## src/rtl/muldiv_pkg.sv

```systemverilog
// ============================================================================
// muldiv_pkg -- shared op encodings, FSM state type and constants for the
//               RV32M iterative multiply/divide unit.
// Revision: 1.0
// ============================================================================
`default_nettype none

package muldiv_pkg;

  localparam int DEFAULT_XLEN = 32;

  localparam logic [2:0] OP_MUL    = 3'd0;
  localparam logic [2:0] OP_MULH   = 3'd1;
  localparam logic [2:0] OP_MULHSU = 3'd2;
  localparam logic [2:0] OP_MULHU  = 3'd3;
  localparam logic [2:0] OP_DIV    = 3'd4;
  localparam logic [2:0] OP_DIVU   = 3'd5;
  localparam logic [2:0] OP_REM    = 3'd6;
  localparam logic [2:0] OP_REMU   = 3'd7;

  localparam logic [31:0] DIV0_QUOT = 32'hFFFF_FFFF;
  localparam logic [31:0] INT_MIN   = 32'h8000_0000;

  typedef enum logic [1:0] {
    S_IDLE = 2'd0,
    S_CALC = 2'd1,
    S_FIX  = 2'd2,
    S_DONE = 2'd3
  } state_e;

  function automatic logic op_is_div(input logic [2:0] op);
    return op[2];
  endfunction

endpackage

`default_nettype wire

```

## src/rtl/muldiv_fixup.sv

```systemverilog
// ============================================================================
// muldiv_fixup -- combinational sign correction, result selection and
//                 RISC-V special-case override for the muldiv datapath.
// Revision: 1.0
// ============================================================================
`default_nettype none

module muldiv_fixup
  import muldiv_pkg::*;
#(
  parameter int XLEN = DEFAULT_XLEN
) (
  input  logic [2:0]        op_i,
  input  logic [2*XLEN-1:0] acc_i,
  input  logic              neg_a_i,
  input  logic              neg_b_i,
  input  logic [XLEN-1:0]   rs1_i,
  input  logic [XLEN-1:0]   rs2_i,
  output logic [XLEN-1:0]   result_o
);

  logic [2*XLEN-1:0] prod_s;
  logic [XLEN-1:0]   quot_s;
  logic [XLEN-1:0]   rem_s;
  logic              is_rem;

  // Sign flags are already zero for unsigned operands, so one XOR covers MULH and MULHSU.
  assign prod_s = (neg_a_i ^ neg_b_i) ? -acc_i : acc_i;
  assign quot_s = (neg_a_i ^ neg_b_i) ? -acc_i[XLEN-1:0] : acc_i[XLEN-1:0];
  assign rem_s  = neg_a_i ? -acc_i[2*XLEN-1:XLEN] : acc_i[2*XLEN-1:XLEN];
  assign is_rem = op_i[1];

  always_comb begin
    result_o = '0;
    if (!op_is_div(op_i)) begin
      result_o = (op_i == OP_MUL) ? prod_s[XLEN-1:0] : prod_s[2*XLEN-1:XLEN];
    end else if (rs2_i == '0) begin
      result_o = is_rem ? rs1_i : DIV0_QUOT;
    end else if (!op_i[0] && rs1_i == INT_MIN && rs2_i == '1) begin
      result_o = is_rem ? '0 : INT_MIN;
    end else begin
      result_o = is_rem ? rem_s : quot_s;
    end
  end

endmodule

`default_nettype wire

```

## src/rtl/muldiv_unit.sv

```systemverilog
// ============================================================================
// muldiv_unit -- iterative radix-2 RV32M multiply/divide unit (34-cycle path).
// Optional MULDIV_FASTPATH_EN: trivial/special ops skip CALC (2-cycle path).
// Revision: 1.0
// ============================================================================
`default_nettype none

module muldiv_unit
  import muldiv_pkg::*;
#(
  parameter int XLEN = DEFAULT_XLEN
) (
  input  logic            clk,
  input  logic            rst_n,
  input  logic            start_i,
  input  logic [2:0]      op_i,
  input  logic [XLEN-1:0] rs1_val_i,
  input  logic [XLEN-1:0] rs2_val_i,
  input  logic [4:0]      rd_in_i,
  input  logic            kill_i,
  output logic            busy_o,
  output logic            done_o,
  output logic [XLEN-1:0] result_o,
  output logic [4:0]      rd_out_o,
  output logic            wb_en_o
);

  localparam int CW = $clog2(XLEN);

  state_e            state_q;
  logic [2:0]        op_q;
  logic [XLEN-1:0]   rs1_q, rs2_q, opnd_q, result_q;
  logic [2*XLEN-1:0] acc_q, acc_d, acc_init;
  logic              neg_a_q, neg_b_q, done_q, wb_en_q;
  logic [CW-1:0]     cnt_q;
  logic [4:0]        rd_q;

  logic              sgn_a, sgn_b, neg_a, neg_b, fast, mul_zero;
  logic [XLEN-1:0]   a_mag, b_mag;
  logic [XLEN:0]     sum, rem_sh, diff;
  logic [XLEN-1:0]   fix_result;

  assign sgn_a = (op_i == OP_MULH) || (op_i == OP_MULHSU) || (op_i == OP_DIV) || (op_i == OP_REM);
  assign sgn_b = (op_i == OP_MULH) || (op_i == OP_DIV) || (op_i == OP_REM);
  assign neg_a = sgn_a & rs1_val_i[XLEN-1];
  assign neg_b = sgn_b & rs2_val_i[XLEN-1];
  assign a_mag = neg_a ? -rs1_val_i : rs1_val_i;
  assign b_mag = neg_b ? -rs2_val_i : rs2_val_i;

`ifdef MULDIV_FASTPATH_EN
  assign mul_zero = !op_is_div(op_i) && (rs1_val_i == '0 || rs2_val_i == '0);
  assign fast = mul_zero
             || (op_is_div(op_i) && rs2_val_i == '0)
             || ((op_i == OP_DIV || op_i == OP_REM) && rs1_val_i == INT_MIN && rs2_val_i == '1);
`else
  assign mul_zero = 1'b0;
  assign fast     = 1'b0;
`endif

  // Multiply keeps the multiplier in the low half and adds the multiplicand on top;
  // divide keeps the dividend in the low half and compares the divisor against the top.
  assign acc_init = mul_zero ? '0
                  : {{XLEN{1'b0}}, op_is_div(op_i) ? a_mag : b_mag};

  always_comb begin
    sum    = {1'b0, acc_q[2*XLEN-1:XLEN]} + (acc_q[0] ? {1'b0, opnd_q} : '0);
    rem_sh = {acc_q[2*XLEN-1:XLEN], acc_q[XLEN-1]};
    diff   = rem_sh - {1'b0, opnd_q};
    acc_d  = {sum, acc_q[XLEN-1:1]};
    if (op_is_div(op_q)) begin
      acc_d = diff[XLEN] ? {rem_sh[XLEN-1:0], acc_q[XLEN-2:0], 1'b0}
                         : {diff[XLEN-1:0], acc_q[XLEN-2:0], 1'b1};
    end
  end

  muldiv_fixup #(.XLEN(XLEN)) u_fixup (
    .op_i     (op_q),
    .acc_i    (acc_q),
    .neg_a_i  (neg_a_q),
    .neg_b_i  (neg_b_q),
    .rs1_i    (rs1_q),
    .rs2_i    (rs2_q),
    .result_o (fix_result)
  );

  always_ff @(posedge clk or negedge rst_n) begin
    if (!rst_n) begin
      state_q  <= S_IDLE;
      op_q     <= '0;
      rs1_q    <= '0;
      rs2_q    <= '0;
      opnd_q   <= '0;
      acc_q    <= '0;
      neg_a_q  <= 1'b0;
      neg_b_q  <= 1'b0;
      cnt_q    <= '0;
      rd_q     <= '0;
      result_q <= '0;
      done_q   <= 1'b0;
      wb_en_q  <= 1'b0;
    end else begin
      case (state_q)
        S_IDLE: begin
          done_q  <= 1'b0;
          wb_en_q <= 1'b0;
          if (start_i && !kill_i) begin
            op_q    <= op_i;
            rs1_q   <= rs1_val_i;
            rs2_q   <= rs2_val_i;
            rd_q    <= rd_in_i;
            neg_a_q <= neg_a;
            neg_b_q <= neg_b;
            opnd_q  <= op_is_div(op_i) ? b_mag : a_mag;
            acc_q   <= acc_init;
            cnt_q   <= '0;
            state_q <= fast ? S_FIX : S_CALC;
          end
        end
        S_CALC: begin
          if (kill_i) begin
            state_q <= S_IDLE;
          end else begin
            acc_q <= acc_d;
            if (cnt_q == CW'(XLEN - 1)) begin
              state_q <= S_FIX;
            end else begin
              cnt_q <= cnt_q + 1'b1;
            end
          end
        end
        S_FIX: begin
          if (kill_i) begin
            state_q <= S_IDLE;
          end else begin
            result_q <= fix_result;
            done_q   <= 1'b1;
            wb_en_q  <= (rd_q != 5'd0);
            state_q  <= S_DONE;
          end
        end
        S_DONE: begin
          done_q  <= 1'b0;
          wb_en_q <= 1'b0;
          state_q <= S_IDLE;
        end
        default: state_q <= S_IDLE;
      endcase
    end
  end

  assign busy_o   = (state_q != S_IDLE);
  assign done_o   = done_q;
  assign wb_en_o  = wb_en_q;
  assign result_o = result_q;
  assign rd_out_o = rd_q;

endmodule

`default_nettype wire

```

## config.mk

```make
export PLATFORM = sky130hd
export DESIGN_NAME = muldiv_unit
export DESIGN_NICKNAME = d
export VERILOG_FILES = /design/src/rtl/muldiv_pkg.sv /design/src/rtl/muldiv_fixup.sv /design/src/rtl/muldiv_unit.sv
export SDC_FILE = /design/constraint.sdc
export NUM_CORES = 1
export LEC_CHECK = 0
export BUFFER_PORTS_ARGS = -buffer_cell sky130_fd_sc_hd__buf_2
export CORE_ASPECT_RATIO = 0.8
export CORE_MARGIN = 4
export CORE_UTILIZATION = 50
export CTS_BUF_LIST = sky130_fd_sc_hd__clkbuf_4
export CTS_CLUSTER_DIAMETER = 50
export DETAILED_ROUTE_END_ITERATION = 12
export PLACE_DENSITY = 0.79
export SLEW_MARGIN = 15
export SYNTH_ARGS = -nofsm -noshare
export SYNTH_HDL_FRONTEND = slang
export SYNTH_SLANG_ARGS = --single-unit
```

## constraint.sdc

```tcl
create_clock -name clk -period 6.7 [get_ports clk]
set_clock_uncertainty 0.05 [all_clocks]
set_input_delay 1.34 -clock clk [delete_from_list [all_inputs] [get_ports clk]]
set_output_delay 1.34 -clock clk [all_outputs]
set_load 0.03 [all_outputs]
```

; Word level (Yosys, flattened, before mapping)
; Index checks and enable logic that the tools add are counted.
[word_totals]
wordCells = 97
out_inout_bits = 40
register_bits = 211
ram_bits = 0
romBits = 0
mem_count = 0
latch_bits = 0
in_bits = 76
[op_classes]
add_sub_neg = 8
mul = 0
n_mux = 33
reduce_logical = 24
n_lt_le_gt_ge = 0
shift = 0
n_div = 0
n_eq_ne = 15
bitwise_logic = 4
[ops]
columns = op, n
row1 = $mux W32, 14
row2 = $mux W64, 5
row3 = $neg A32 Y32, 4
row4 = $pmux W64 S2, 1
row5 = $eq A32 B32 Y1 const B, 2
row6 = $neg A64 Y64, 1
row7 = $add A32 B32 Y33, 1
row8 = $sub A33 B32 Y33, 1
row9 = $logic_not A32 Y1, 1
row10 = $mux W5, 3
row11 = $pmux W5 S2, 1
row12 = $mux W2, 4
row13 = $ne A2 B2 Y1 const B, 4
row14 = $pmux W2 S4, 1
row15 = $reduce_and A2 Y1, 4
row16 = $eq A3 B3 Y1 const B, 2
row17 = $reduce_bool A2 Y1, 3
row18 = $add A5 B1 Y5 const B, 1
row19 = $eq A5 B5 Y1 const B, 1
row20 = $logic_or A1 B1 Y1, 5
row21 = $reduce_bool A5 Y1, 1
row22 = $eq A2 B2 Y1 const B, 2
row23 = $pmux W1 S2, 2
row24 = $reduce_and A4 Y1, 1
row25 = 14 further kinds, 19

; Logic depth before layout (Yosys ltp)
; Gate-level depths: netlist of the first run.
[depth]
word_depth = 9
depth_mapped = 15
ltp_nobuf = 14

; Cells and area by module
; A second synthesis of the first run with hierarchy kept.
[unflattened]
cells_unflattened = 2364
area_unflattened_um2 = 18416.4
[modules_own_cells]
columns = mod, cells_each, area_each_um2, seq_area_each_um2, n_inst
row1 = muldiv_unit, 1764, 14662.8, 5280.1, 1
row2 = muldiv_fixup, 600, 3753.6, 0.0, 1

; Worst setup path after synthesis of the first run
; No wires, ideal clock.
[synth_path]
path_type = input port to flip-flop
startpoint = input rs2_val_i[7]
endpoint = register acc_q[26]
n_path_buf = 0
slack_ns = 3.046
t_required_ns = 6.524
t_arrival_ns = 3.478
setup_time_ns = 0.126
stages = 10
cell_sequence = nor4_1 and4_1 nor2b_1 nand2_1 o21ai_1 nand2_1 xnor2_1 nor3_1 o21a_1 a221o_1
[synth_between]
elab_chain_cells = 5
[synth_lines]
columns = element, line
row1 = start: declaration, muldiv_unit.sv:18  ; input logic [XLEN-1:0] rs2_val_i,
row2 = $neg A32 Y32, muldiv_unit.sv:48  ; assign b_mag = neg_b ? -rs2_val_i : rs2_val_i;
row3 = $mux W32, muldiv_unit.sv:48
row4 = $mux W32, muldiv_unit.sv:63  ; : {{XLEN{1'b0}}, op_is_div(op_i) ? a_mag : b_mag};
row5 = $mux W64, muldiv_unit.sv:106  ; if (start_i && !kill_i) begin
row6 = $pmux W64 S2, muldiv_unit.sv:102  ; case (state_q)
row7 = end signal: assignment, muldiv_unit.sv:114  ; acc_q <= acc_init;
row8 = end: declaration, muldiv_unit.sv:33  ; logic [2*XLEN-1:0] acc_q, acc_d, acc_init;
; No other way between the ends. The select of a mux whose other input is x is not followed.
; A chain may end at the register's enable or synchronous reset.

; Worst setup path in the final report of the first run
[layout_path]
startpoint = register acc_q[31]
endpoint = register acc_q[33]
[layout_between]
elab_chain_cells = 5
[layout_lines]
columns = element, line
row1 = $sub A33 B32 Y33, muldiv_unit.sv:68  ; diff = rem_sh - {1'b0, opnd_q};
row2 = $mux W64, muldiv_unit.sv:71  ; acc_d = diff[XLEN] ? {rem_sh[XLEN-1:0], acc_q[XLEN-2:0], 1'b0}
row3 = $mux W64, muldiv_unit.sv:70  ; if (op_is_div(op_q)) begin
row4 = $mux W64, muldiv_unit.sv:120  ; if (kill_i) begin
row5 = $pmux W64 S2, muldiv_unit.sv:102
; No other way between the ends. The select of a mux whose other input is x is not followed.

==> results by group, run 1 <==
Logic synthesis
  – Flops & latches, synth: 211
  – Ys flop type: dfrtp_1
  – Yosys warns: 0
  – Mapped Nets: 2,455
  – Cell variety after synth: 82
  – Mean Syn Cell Area: 7.66 µm²
  – Sequential share of the synthesized area: 0.299
  – Post-synthesis async set-or-reset flop share: 1.00
  – Post-Syn Area: 0.0176 mm²
  – Synth Instances: 2,304
  – Post-synth EDFFs: 0

Drt
  – Wire length per cell: 22.9 µm
  – Initial DRC Count: 2,617
  – DR vias: 18,300
  – DRT antenna net count: 0
  – # DRC: 0
  – Vias per cell: 6.39
  – Final WL: 65.8 mm
  – DRT Pass-1 Iters: 6

Floorplanning
  – Chip width: 218 µm
  – Top Ports: 116
  – Height of the die: 176 µm
  – Starting Density: 0.507
  – FP Rows: 61
  – Die area: 0.0384 mm²
  – Total core area: 0.0348 mm²

GRT
  – Global-route wire length before repair: 100 mm
  – Initial antenna violation count: 3
  – Grt total ovfl: 0
  – Global Route Usage Sum: 0.333
  – Pin count of the biggest net entering global routing: 97
  – Vias in the first global route: 16,800

Power and ir drop
  – Max VDD drop: 0.000248 V
  – Leakage: 0.00879 µW
  – PD cells: 521 mW/mm²

Placement
  – PortBufs: 115
  – DP HPWL: 49.1 mm
  – Inst Count DP: 2,760
  – Gp weighted congestion: 1.04
  – DP Area: 0.0184 mm²

Final layout
  – Share of cells above drive strength 1: 0.124
  – Multi-input logic area: 0.0116 mm²
  – Final cell count without fillers: 2,869
  – Fill cell count: 3,317
  – Final-stage net count: 2,499
  – Design Area, Final: 0.0192 mm²
  – Area growth, synth to finish: 8.84%
  – Register area: 0.00528 mm²
  – Final design utilization: 0.552

Setup path
  – Critical path class: flip-flop to flip-flop
  – Worst Setup End Kind: flip-flop
  – Critical path fanouts, max: 15
  – Max stage delay on crit path: 0.89 ns
  – Register-to-register path setup slack: 1.43 ns
  – Crit path DAT: 5.87 ns
  – CP max-delay cell: or2_0
  – Crit-path most repeated cell: a21oi_1
  – Critical path's top delay family: compound AO/OA/AOI/OAI gates
  – Critical path buffer and inverter count: 1
  – Worst Setup Start Kind: flip-flop
  – Worst-path cell chain: inv_1 -> ha_1 -> fa_1 -> nand2b_1 -> a21oi_1 -> a2bb2oi_1 -> a22o_1 -> a31oi_2 -> a211o_1 -> a21oi_1 -> or2_0 -> o21ai_0 -> a221o_1
  – Worst path required time: 7.30 ns

Timing
  – Final Hold Fails: 0
  – Relative slew margins: 0.209
  – Minimum clock period: 5.27 ns
  – Fin. max-slew vios: 0
  – Period utilization: 0.786
  – Unrepaired setup endpoints after global routing: no
  – FMAX: 190 MHz
  – Fin Setup TNS: 0 ns
  – Number of setup violations in the final report: 0
  – Worst Max-Slew Pin Slew: 1.19 ns

Clock tree
  – Root buffer cell: clkbuf_4
  – CTS Buf Count: 58
  – Worst-path clk slew: 0.07 ns
  – CTS tree: done
  – Post-CTS Resized: 0
  – # H-tree levels: 2
  – Clock tree buffer depth: 3
  – Setup Buffers After CTS: 0
  – Hold buffers post-CTS: 0
  – CTS Sinks: 211
  – Latest clock arrival within the worst-skew pair: 0.77 ns

Hold path
  – Worst hold path type: flip-flop to flip-flop

Outcome
  – Status: finished, final reports clean

Flow run
  – # Max-Cap Violations: 0
kinds of logic after synthesis:
logic type,Yosys count,synth area share
simple gates,831,0.209
compound gates,709,0.253
buf+inv,215,0.0479
flops,211,0.299
xor+xnor,204,0.101
fa+ha+maj,75,0.0540
mux,59,0.0357
metrics by stage:
stage | hold WS (ns) | total power, µW | setup WS (ns)
2_1_floorplan | 0.400 | 6720 | 3.05
3_3_place_gp | 0.411 | 8370 | 1.78
3_5_place_dp | 0.414 | 8480 | 1.66
4_1_cts | 0.428 | 9790 | 1.53
5_1_grt | 0.461 | 10600 | 1.20
6_report | 0.418 | 10000 | 1.43
layer usage:
layer / up-vias / share of wire / wire [µm] / track usage
met5: - / 0 / 0 / 0
met3: 156 / 0.14 / 9140 / 0.0986
li1: 8317 / - / - / -
met2: 1178 / 0.41 / 26800 / 0.469
met1: 8692 / 0.42 / 27500 / 0.489
met4: 0 / 0.036 / 2390 / 0.112
worst register-to-register path, cell delays in order (launching register included):
cell,delay (ns)
dfrtp_1,0.44
inv_1,0.09
ha_1,0.22
fa_1,0.41
nand2b_1,0.19
a21oi_1,0.21
a2bb2oi_1,0.47
a22o_1,0.32
a31oi_2,0.21
a211o_1,0.36
a21oi_1,0.75
or2_0,0.89
o21ai_0,0.20
a221o_1,0.34
final cells by class:
| type | instances | share of cell area |
|---|---|---|
| multi-input combinational | 1878 | 0.602 |
| sequential | 211 | 0.275 |
| timing repair buffer | 139 | 0.0400 |
| tap | 472 | 0.0307 |
| clock buffer | 75 | 0.0293 |
| inverter | 60 | 0.0117 |
| clock inverter | 32 | 0.0111 |
| antenna | 2 | 0.000261 |
cells in the mapped netlist (all sizes together), types with 5 or more instances:
cell type / n / area share
or4: 9 / 0.0040
or2: 11 / 0.0039
o31ai: 35 / 0.016
buf: 26 / 0.0077
a211oi: 39 / 0.017
o21bai: 11 / 0.0047
o41ai: 17 / 0.0089
xor2: 102 / 0.051
or3: 12 / 0.0043
xnor2: 102 / 0.051
nor4: 34 / 0.013
mux2i: 28 / 0.016
and3: 17 / 0.0060
a22o: 8 / 0.0040
o22ai: 5 / 0.0018
a21o: 43 / 0.018
inv: 58 / 0.012
nor2: 225 / 0.048
a32oi: 6 / 0.0030
clkbuf: 129 / 0.027
o21a: 15 / 0.0064
a31oi: 15 / 0.0057
nor2b: 17 / 0.0060
nand2: 378 / 0.080
a221oi: 9 / 0.0045
mux2: 31 / 0.020
a22oi: 33 / 0.014
and2: 11 / 0.0039
nand2b: 11 / 0.0039
a221o: 9 / 0.0051
nand3: 33 / 0.0094
ha: 73 / 0.052
dfrtp: 211 / 0.30
o211ai: 22 / 0.0094
o21ai: 218 / 0.062
nand4: 19 / 0.0067
nor3b: 5 / 0.0021
a21oi: 186 / 0.053
nor3: 33 / 0.0094
cells in the final DEF (no fill, tap or decap), types with 22 or more instances in the layout:
cell type  Yosys  layout
a211oi_1      38      38
nand2_1      378     377
clkbuf_4       0      75
o31ai_1       34      34
a21oi_1      186     186
buf_4          1      25
nor2_1       225     222
a22oi_1       32      32
nand3_1       33      33
buf_2         10     113
o211ai_1      22      22
ha_1          73      72
xor2_1       102     101
a21o_1        43      43
nor3_1        33      32
o21ai_0      210     209
dfrtp_1      211     210
nor4_1        32      31
mux2i_1       28      28
mux2_2        31      31
inv_1         58      57
xnor2_1      102     102
state kept, by name, indices dropped and copies added (netlist names), 2 cells and up:
register	count
rs2_q	32
result_o	32
op_q	3
state_q	2
cnt_q	5
rs1_q	32
acc_q	64
opnd_q	32
rd_out_o	5
where the power goes:
| part | leakage (µW) | switching [µW] | total (µW) | internal (µW) |
|---|---|---|---|---|
| registers | 0.00267 | 887 | 2680 | 1800 |
| clock network | 0.000461 | 631 | 1280 | 646 |
| logic | 0.00566 | 3800 | 6040 | 2240 |
final timing paths:
path	start	cells past startpoint	to
worst max-delay path	acc_q[31]	13	acc_q[33]
worst min-delay path	result_o[6]	1	result_o[6]
worst max register to register	acc_q[31]	13	acc_q[33]
worst min register to register	result_o[6]	1	result_o[6]
max in group asynchronous	rst_n	2	op_q[0]
min in group asynchronous	rst_n	1	acc_q[11]
No activity file was read; power rests on OpenSTA's default activity.
==> run 2, diff against run 1 <==
- PLACE_DENSITY: 0.79 -> 0.81
- clock period: 6.7 -> 4.7 ns (I/O delays scaled with it)
==> run 2 against run 1 <==
Net effect:
- via count up 0.58%
- register-to-register slack got worse by 0.96 ns
- design area rose by 0.89%
==> results by group, run 2 (same netlist as run 1, synthesis figures left out) <==
Timing
  – FMAX: 237 MHz
  – Fin Hold WS: 0.214 ns
  – Period utilization: 0.899
  – Unrepaired setup endpoints after global routing: no
  – Final Hold Fails: 0
  – Fin. max-slew vios: 0
  – Minimum clock period: 4.23 ns
  – Worst Max-Slew Pin Slew: 1.03 ns
  – Fin Setup TNS: 0 ns
  – Number of setup violations in the final report: 0
  – Relative slew margins: 0.310

Final layout
  – Fill cell count: 3,331
  – Share of cells above drive strength 1: 0.131
  – Max FFs per register: 64
  – Most frequent cells in the layout: nand2_1, nor2_1, dfrtp_1, o21ai_0, a21oi_1
  – Final cell count without fillers: 2,893
  – Most common cell after layout, fill and taps aside: nand2_1
  – Area growth, synth to finish: 9.81%
  – Biggest register: acc_q
  – Final-stage net count: 2,523
  – Design Area, Final: 0.0194 mm²

Clock tree
  – CTS Sinks: 211
  – CTS tree: done
  – Latest clock arrival within the worst-skew pair: 0.78 ns
  – Clock tree buffer depth: 3
  – # H-tree levels: 2
  – Worst-path clk slew: 0.08 ns
  – Root buffer cell: clkbuf_4
  – CTS Buf Count: 57

Drt
  – DR vias: 18,400
  – Wire length per cell: 23.5 µm
  – DRT Pass-1 Iters: 6
  – Initial DRC Count: 2,516
  – # DRC: 0
  – Vias per cell: 6.38
  – Final WL: 67.9 mm
  – DRT antenna net count: 0

Placement
  – PortBufs: 115
  – DP Area: 0.0186 mm²
  – Inst Count DP: 2,785
  – DP HPWL: 51.4 mm
  – Gp weighted congestion: 1.03

Power and ir drop
  – Leakage: 0.00889 µW
  – Max VDD drop: 0.000346 V
  – Total power: 14,300 µW
  – PD cells: 737 mW/mm²

Outcome
  – Status: finished, final reports clean

Floorplanning
  – Starting Density: 0.507
  – Height of the die: 176 µm
  – Top Ports: 116
  – FP Rows: 61
  – Chip width: 218 µm
  – Total core area: 0.0348 mm²
  – Die area: 0.0384 mm²

GRT
  – Global Route Usage Sum: 0.348
  – Grt total ovfl: 0
  – Global-route wire length before repair: 104 mm
  – Initial antenna violation count: 2
  – Vias in the first global route: 17,300
  – Pin count of the biggest net entering global routing: 114

Setup path
  – Critical path fanouts, max: 12
  – Crit path DAT: 4.87 ns
  – Worst Setup End Kind: flip-flop
  – Worst Setup Start Kind: flip-flop
  – Worst path required time: 5.34 ns
  – Critical path class: flip-flop to flip-flop

Flow run
  – # Max-Cap Violations: 0

Hold path
  – Worst hold path type: input port to async pin
[run 2: changes by cell type in the layout (fill, tap and decap cells not counted), sizes merged]
cell	previous run	this run
buf	139	163
bufinv	3	1
clkinv	30	26
diode	2	3
clkbuf	75	80
[run 2: layer usage]
layer	global-route usage	wire length, µm
met4	0.122	2950
met5	0	0
met3	0.0931	7880
met1	0.497	29000
met2	0.509	28000
[run 2: path summary, 6_finish.rpt]
path,cells after the start,to,startpoint,slack [ns]
hold / removal,1,acc_q[9],rst_n,0.21
hold reg to reg,1,opnd_q[30],opnd_q[30],0.43
min in group clk,3,rd_out_o[0],rd_in_i[0],0.32
setup reg to reg,13,acc_q[50],acc_q[32],0.47
setup / recovery,13,acc_q[50],acc_q[32],0.47
max in group asynchronous,2,acc_q[62],rst_n,3.44
[run 2: stage by stage]
stage | setup slack, ns | util
6_report | 0.474 | 0.557
5_1_grt | 0.0593 | 0.557
4_1_cts | 0.441 | 0.556
3_5_place_dp | 0.482 | 0.535
3_3_place_gp | 0.623 | 0.535
2_1_floorplan | 1.17 | -
[run 2: final cells by class]
cell class,count,area (µm²),share of cell area
Timing Repair Buffer,164,980,0.0506
Clock inverter,26,139,0.00717
Antenna cell,3,7.51,0.000387
Inverter,60,225,0.0116
Multi-Input combinational cell,1878,11600,0.597
Sequential cell,211,5280,0.273
Clock buffer,79,593,0.0306
Tap cell,472,591,0.0305
[run 2: timing repair]
item,4_1_cts,5_1_grt
buffers inserted,0,0
setup endpoints to repair,0,3
hold buffers,0,0
gates resized for setup,0,1
[run 2: critical path: stages, from the launching register on]
cell       delay [ns]
dfrtp_1          0.51
inv_1            0.18
fa_1             0.46
nand2b_1         0.19
a21oi_1          0.20
a2bb2oi_1        0.41
a22o_1           0.27
a31oi_2          0.18
a211oi_1         0.40
nor3_1           0.23
or2_0            0.30
buf_4            0.21
or4_1            0.47
nand3_1          0.08
[run 2: where the power goes]
part	leakage, µW	internal (µW)	switching, µW	total (µW)
Combinational	0.00579	3300	5490	8800
Sequential	0.00267	2560	1210	3770
Clock	0.000432	840	876	1720
Total	0.00889	6700	7580	14300
